File: src/rtl/distance_pkg.sv
// Shared types and default tuning constants for the distance/occupancy filter.
package distance_pkg;

    typedef enum logic [1:0] {
        EMPTY    = 2'd0,
        ARRIVING = 2'd1,
        OCCUPIED = 2'd2,
        LEAVING  = 2'd3
    } occ_state_t;

    localparam int          WINDOW_LEN          = 4;
    localparam logic [15:0] DEF_NEAR_THRESH     = 16'd300;
    localparam logic [15:0] DEF_FAR_THRESH      = 16'd400;
    localparam logic [15:0] DEF_MAX_VALID       = 16'd4000;
    localparam int unsigned DEF_CONFIRM         = 3;
    localparam int unsigned DEF_BAD_LIMIT       = 8;
    localparam int unsigned DEF_TIMEOUT_CYCLES  = 50_000_000;

endpackage

File: src/rtl/moving_avg4.sv
// Four-entry moving average over accepted samples; publishes an average only
// once the window has been completely refilled since reset or the last flush.
module moving_avg4
    import distance_pkg::*;
(
    input  logic        clk,
    input  logic        reset_l,
    input  logic        shift_en,
    input  logic        flush,
    input  logic [15:0] din,
    output logic [15:0] avg,
    output logic        avg_valid
);

    logic [15:0] win_q [WINDOW_LEN];
    logic [15:0] win_d [WINDOW_LEN];
    logic [2:0]  fill_q, fill_d;
    logic [15:0] avg_q, avg_d;
    logic        avg_valid_q, avg_valid_d;
    logic [17:0] sum;

    always_comb begin
        win_d       = win_q;
        fill_d      = fill_q;
        avg_d       = avg_q;
        avg_valid_d = 1'b0;
        sum         = '0;
        if (flush) begin
            fill_d = '0;
        end else if (shift_en) begin
            win_d[0] = din;
            for (int i = 1; i < WINDOW_LEN; i++) begin
                win_d[i] = win_q[i-1];
            end
            if (fill_q != 3'(WINDOW_LEN)) begin
                fill_d = fill_q + 3'd1;
            end
        end
        // Stale entries left after a flush are all overwritten before fill_d reaches 4.
        for (int i = 0; i < WINDOW_LEN; i++) begin
            sum = sum + 18'(win_d[i]);
        end
        if (shift_en && !flush && fill_d == 3'(WINDOW_LEN)) begin
            avg_valid_d = 1'b1;
            avg_d       = sum[17:2];
        end
    end

    always_ff @(posedge clk or negedge reset_l) begin
        if (!reset_l) begin
            for (int i = 0; i < WINDOW_LEN; i++) begin
                win_q[i] <= '0;
            end
            fill_q      <= '0;
            avg_q       <= '0;
            avg_valid_q <= 1'b0;
        end else begin
            win_q       <= win_d;
            fill_q      <= fill_d;
            avg_q       <= avg_d;
            avg_valid_q <= avg_valid_d;
        end
    end

    assign avg       = avg_q;
    assign avg_valid = avg_valid_q;

endmodule

File: src/rtl/distance_occupancy_filter.sv
// Averages ultrasonic distance samples, debounces car occupancy with hysteresis
// and flags a broken sensor on runs of bad samples or a lack of samples.
module distance_occupancy_filter
    import distance_pkg::*;
#(
    parameter logic [15:0] NEAR_THRESH    = DEF_NEAR_THRESH,
    parameter logic [15:0] FAR_THRESH     = DEF_FAR_THRESH,
    parameter logic [15:0] MAX_VALID      = DEF_MAX_VALID,
    parameter int unsigned CONFIRM        = DEF_CONFIRM,
    parameter int unsigned BAD_LIMIT      = DEF_BAD_LIMIT,
    parameter int unsigned TIMEOUT_CYCLES = DEF_TIMEOUT_CYCLES
) (
    input  logic        clk,
    input  logic        reset_l,
    input  logic [15:0] sample_data,
    input  logic        sample_valid,
    output logic [15:0] avg_distance,
    output logic        avg_valid,
    output logic        car_present,
    output logic        car_change,
    output logic        sensor_broken,
    output logic [1:0]  occ_state
);

    localparam int IDLE_W = (TIMEOUT_CYCLES > 1) ? $clog2(TIMEOUT_CYCLES) : 1;
    localparam logic [IDLE_W-1:0] IDLE_LAST = IDLE_W'(TIMEOUT_CYCLES - 1);

    logic              sample_ok;
    logic              flush;
    logic [7:0]        bad_cnt_q, bad_cnt_d;
    logic [IDLE_W-1:0] idle_q, idle_d;
    logic              broken_q, broken_d;
    occ_state_t        state_q, state_d;
    logic [3:0]        confirm_cnt_q, confirm_cnt_d;
    logic              car_q, car_d;
    logic              change_q, change_d;
    logic              near, far;

    assign sample_ok = sample_valid && (sample_data != 16'd0) && (sample_data <= MAX_VALID);
    // Window restarts from empty only on the broken rising edge.
    assign flush     = broken_d && !broken_q;

    moving_avg4 u_avg (
        .clk       (clk),
        .reset_l   (reset_l),
        .shift_en  (sample_ok),
        .flush     (flush),
        .din       (sample_data),
        .avg       (avg_distance),
        .avg_valid (avg_valid)
    );

    always_comb begin
        bad_cnt_d = bad_cnt_q;
        idle_d    = idle_q;
        broken_d  = broken_q;
        if (sample_valid) begin
            idle_d = '0;
        end else if (idle_q != IDLE_LAST) begin
            idle_d = idle_q + 1'b1;
        end
        // Any sample, even a bad one, pre-empts the timeout on its terminal cycle.
        if (sample_ok) begin
            bad_cnt_d = '0;
            broken_d  = 1'b0;
        end else if (sample_valid) begin
            if (bad_cnt_q != 8'hFF) begin
                bad_cnt_d = bad_cnt_q + 8'd1;
            end
            if (32'(bad_cnt_d) >= BAD_LIMIT) begin
                broken_d = 1'b1;
            end
        end else if (idle_q == IDLE_LAST) begin
            broken_d = 1'b1;
        end
    end

    always_comb begin
        state_d       = state_q;
        confirm_cnt_d = confirm_cnt_q;
        change_d      = 1'b0;
        near          = avg_distance < NEAR_THRESH;
        far           = avg_distance > FAR_THRESH;
        if (avg_valid && !broken_q) begin
            unique case (state_q)
                EMPTY: begin
                    if (near) begin
                        if (CONFIRM == 1) begin
                            state_d  = OCCUPIED;
                            change_d = 1'b1;
                        end else begin
                            state_d       = ARRIVING;
                            confirm_cnt_d = 4'd1;
                        end
                    end
                end
                ARRIVING: begin
                    if (!near) begin
                        state_d       = EMPTY;
                        confirm_cnt_d = '0;
                    end else if (32'(confirm_cnt_q) + 32'd1 >= CONFIRM) begin
                        state_d       = OCCUPIED;
                        confirm_cnt_d = '0;
                        change_d      = 1'b1;
                    end else begin
                        confirm_cnt_d = confirm_cnt_q + 4'd1;
                    end
                end
                OCCUPIED: begin
                    if (far) begin
                        if (CONFIRM == 1) begin
                            state_d  = EMPTY;
                            change_d = 1'b1;
                        end else begin
                            state_d       = LEAVING;
                            confirm_cnt_d = 4'd1;
                        end
                    end
                end
                LEAVING: begin
                    if (!far) begin
                        state_d       = OCCUPIED;
                        confirm_cnt_d = '0;
                    end else if (32'(confirm_cnt_q) + 32'd1 >= CONFIRM) begin
                        state_d       = EMPTY;
                        confirm_cnt_d = '0;
                        change_d      = 1'b1;
                    end else begin
                        confirm_cnt_d = confirm_cnt_q + 4'd1;
                    end
                end
                default: state_d = EMPTY;
            endcase
        end
        car_d = (state_d == OCCUPIED) || (state_d == LEAVING);
    end

    always_ff @(posedge clk or negedge reset_l) begin
        if (!reset_l) begin
            bad_cnt_q     <= '0;
            idle_q        <= '0;
            broken_q      <= 1'b0;
            state_q       <= EMPTY;
            confirm_cnt_q <= '0;
            car_q         <= 1'b0;
            change_q      <= 1'b0;
        end else begin
            bad_cnt_q     <= bad_cnt_d;
            idle_q        <= idle_d;
            broken_q      <= broken_d;
            state_q       <= state_d;
            confirm_cnt_q <= confirm_cnt_d;
            car_q         <= car_d;
            change_q      <= change_d;
        end
    end

    assign car_present   = car_q;
    assign car_change    = change_q;
    assign sensor_broken = broken_q;
    assign occ_state     = state_q;

endmodule
File: config.mk
export PLATFORM = sky130hd
export DESIGN_NAME = distance_occupancy_filter
export DESIGN_NICKNAME = d
export VERILOG_FILES = /design/src/rtl/distance_pkg.sv /design/src/rtl/moving_avg4.sv /design/src/rtl/distance_occupancy_filter.sv
export SDC_FILE = /design/constraint.sdc
export NUM_CORES = 1
export LEC_CHECK = 0
export CORE_ASPECT_RATIO = 1.5
export CORE_MARGIN = 2
export CORE_UTILIZATION = 40
export DETAILED_ROUTE_END_ITERATION = 16
export GPL_TIMING_DRIVEN = 1
export SYNTH_ARGS = -nofsm -noshare
export SYNTH_HDL_FRONTEND = slang
export SYNTH_HIERARCHICAL = 1
export SYNTH_SLANG_ARGS = --single-unit
File: constraint.sdc
create_clock -name clk -period 8.4 [get_ports clk]
set_clock_uncertainty 0.2 [all_clocks]
set_input_delay 1.68 -clock clk [delete_from_list [all_inputs] [get_ports clk]]
set_output_delay 1.68 -clock clk [all_outputs]
set_load 0.01 [all_outputs]
==> impl_metrics.csv, run 1 <==
group,metric,value,unit
floorplan,core_area,0.01779,mm^2
synth,yosysWarningCount,6,
flow_run,maxCapViolCount,0,
synth,ys.flop_type,"dfrtp_1",
global_routing,met2_usage,0.2929,
global_routing,grt_start_max_net_pins,74,
sta,rsz0062_at_grt,"no",
floorplan,design.die.area,0.01913,mm^2
hold_path,hp-start,"u_avg/win_q[8]",
synth,syn_inst,692,
finish,nNetsFinal,807,
routing,viasPerCell,5.260,
critical_path,crit_start,"sample_data[0]",
synth,synth-async-reset-ratio,1.000,
sta,setup_viol,0,
clock_network,cts-hold-fix-buffers,0,
finish,synthToLayoutAreaGrowth,17.72,%
critical_path,worst-path-max-fanout,38,
global_routing,grt_busiest_layer,"met2",
synth,synth_edf_count,0,
floorplan,die_width,113.6,um
routing,ant_nets,0,
finish,final_cells,965,
synth,synth_top_area_share,0.4409,
critical_path,ff2ff_path_depth,18,
critical_path,crit_type,"input port to register",
pwr,cellLeakagePower,4.024,nW
synth,synthAdderAreaFrac,0.1253,
clock_network,cts_sinks,127,
routing,drcViolationCount,0,
place,place_congestion,0.8225,
pwr,ir_drop,0.1657,mV
synth,synth_commonest_cells,"dfrtp_1, inv_1, mux2i_1",
synth,netlist_area,0.007208,mm^2
sta,fin_crit,7.399,ns
routing,vias,5076,
place,port_buffers,40,
global_routing,grt_pass1_vias,5435,
synth,synth_seq_cells,127,
hold_path,worstHoldPathType,"register to register",
synth,synth_nets,764,
synth,synth_xor_area_frac,0.03524,
global_routing,grt_util_met1,0.1967,
critical_path,rrSetupSlack,2.10,ns
clock_network,cts_setup_buffers,0,
global_routing,use_met3,0.04968,
finish,utilization,0.4769,
synth,syn_avg_cell_area,10.42,um^2
finish,design_area,0.008486,mm^2
hold_path,hold_depth,2,
finish,antennaDiodeCount,0,
floorplan,die_y,168.4,um
critical_path,worst_setup_path_end_kind,"register",
critical_path,reg2reg_from,"idle_q[0]",
clock_network,clk_latency,0.42,ns
clock_network,cts_root_buf,"clkbuf_16",
floorplan,start_util,0.4051,
floorplan,ios,41,
clock_network,h-tree-depth,4,
critical_path,start_kind,"input port",
pwr,power_density,298.9,mW/mm^2
synth,yosys.area.top_type,"dfrtp_1",
synth,synthDistinctLibCells,68,
sta,hold_viol_final,0,
clock_network,clkTransAtPathRegs,0.06,ns
sta,drv_slew,0,
clock_network,cts_resized,0,
synth,synth_compound_area_frac,0.1101,
global_routing,grt_pass1_wl,25.72,mm
global_routing,track_usage,0.1696,
synth,yosys.area_share.simple,0.1252,
clock_network,cts_made_buffers,17,
critical_path,cp.arrival,7.49,ns
sta,finalCritPeriodShare,0.8808,
place,postPlaceCellArea,0.007853,mm^2
global_routing,antenna_found_initial,0,
synth,synth_seq_area_share,0.4409,
routing,drt_pass1_iterations,4,
place,place_inst,933,
synth,synth.most_common_cell,"dfrtp_1",
finish,drive_gt1_frac,0.08824,
sta,fmax,135.2,MHz
sta,timing.max_slew.rel_slack,0.3960,
place,dp_hpwl,10.93,mm
run_status,outcome,"completed",
routing,drt_iter0_markers,259,
global_routing,gr-total-overflow,0,
sta,fin_tns_setup,0,ns
critical_path,worstPathRequired,8.50,ns
synth,synthTopCellsByArea,"dfrtp_1, fa_1, mux2i_1, inv_1, ha_1",
routing,wirelength,14.92,mm
clock_network,cts_tree,"built",
sta,hold_ws,0.3165,ns
synth,synth_mux_area_frac,0.09599,
routing,wl_per_cell,15.46,um
clock_network,cts_max_path_buffers,2,
sta,worst_slew_pin_slew,0.9060,ns
synth,synth_top_family_by_area,"adder cells",
floorplan,row_count,60,
cell families (layout without fill, tap and decap cells):
family,Yosys count,after routing
AOI/OAI and AO/OA,122,122
and+or+nand+nor,168,168
DFF,127,127
buffers and inverters,125,181
xor gates and xnor gates,29,29
adders and majority gates,53,53
muxes,68,68
path summary, 6_finish.rpt:
kind	end
setup / recovery	u_avg/avg[14]
hold / removal	u_avg/win_q[8]
setup reg to reg	u_avg/avg[13]
hold reg to reg	u_avg/win_q[8]
max in group asynchronous	u_avg/win_q[43]
min in group asynchronous	idle_q[22]
per-stage QoR:
| stage | setup slack [ns] | total power [mW] |
|---|---|---|
| 2_1_floorplan | 2.055 | 1.519 |
| 3_3_place_gp | 0.5900 | 1.740 |
| 3_5_place_dp | 0.5444 | 1.768 |
| 4_1_cts | 0.9496 | 2.573 |
| 5_1_grt | 0.5912 | 2.740 |
| 6_report | 1.001 | 2.536 |
routing by layer:
metal | up-vias | wire (um)
li1 | 2435 | -
met1 | 2504 | 6122
met2 | 105 | 7732
met3 | 32 | 674
met4 | 0 | 389
met5 | - | 0
power by group:
| group | total (mW) | switching [mW] | leakage (nW) | internal [mW] |
|---|---|---|---|---|
| clock network | 0.789 | 0.288 | 0.298 | 0.501 |
| logic | 0.970 | 0.552 | 2.02 | 0.418 |
| registers | 0.777 | 0.0680 | 1.70 | 0.709 |
| total | 2.54 | 0.907 | 4.02 | 1.63 |
placed cells by master (no fill, tap or decap), types with 27 or more instances in the layout:
cell             Yosys  routed
nor2_1              37      37
fa_1                32      32
a21oi_1             34      34
clkdlybuf4s50_1      0      39
mux2i_1             62      62
dfrtp_1            127     127
nand2_1             37      37
inv_1              101     101
o21ai_0             27      27
worst max-delay path, stage by stage:
cell,delay [ns]
clkdlybuf4s50_1,0.44
nor4_1,0.74
nand2_1,0.16
a211oi_2,0.25
nand2b_1,0.14
a21oi_1,0.18
nor2b_4,0.61
buf_12,0.33
mux2i_1,0.34
fa_1,0.50
fa_1,0.53
inv_1,0.04
ha_1,0.36
a21o_1,0.25
a21o_1,0.19
a21oi_1,0.23
or3_1,0.14
o311ai_1,0.08
a221o_1,0.27
sequential cells by signal (all words and copies together), names as in the netlist, 2 cells and up:
| signal | flops |
|---|---|
| u_avg/win_q | 64 |
| u_avg/fill_q | 3 |
| idle_q | 26 |
| confirm_cnt_q | 4 |
| u_avg/avg | 16 |
| occ_state | 2 |
| bad_cnt_q | 8 |
area by class of cell:
type,count,area [um^2]
well taps,217,271.5
multi-input cells,440,3557
fillers,1627,9306
clock buffers,18,429.2
repair buffers,47,462.9
flip-flops and latches,127,3178
clock inverters,14,203.9
inverters,102,382.9
No activity file was read; power rests on OpenSTA's default activity.
==> run 2, diff against run 1 <==
--- a/config.mk
+++ b/config.mk
@@ -8,6 +8,7 @@
 export CORE_ASPECT_RATIO = 1.5
 export CORE_MARGIN = 2
 export CORE_UTILIZATION = 40
+export CTS_CLUSTER_SIZE = 10
 export DETAILED_ROUTE_END_ITERATION = 16
 export GPL_TIMING_DRIVEN = 1
 export SYNTH_ARGS = -nofsm -noshare
==> results of run 2 <==
The final DEF is identical to that of run 1; final timing and power are the same.
==> run 3, diff against run 2 <==
--- a/config.mk
+++ b/config.mk
@@ -10,7 +10,7 @@
 export CORE_UTILIZATION = 40
 export CTS_CLUSTER_SIZE = 10
 export DETAILED_ROUTE_END_ITERATION = 16
-export GPL_TIMING_DRIVEN = 1
+export SKIP_LAST_GASP = 1
 export SYNTH_ARGS = -nofsm -noshare
 export SYNTH_HDL_FRONTEND = slang
 export SYNTH_HIERARCHICAL = 1
==> results of run 3 <==
The final DEF is identical to that of run 1; final timing and power are the same.
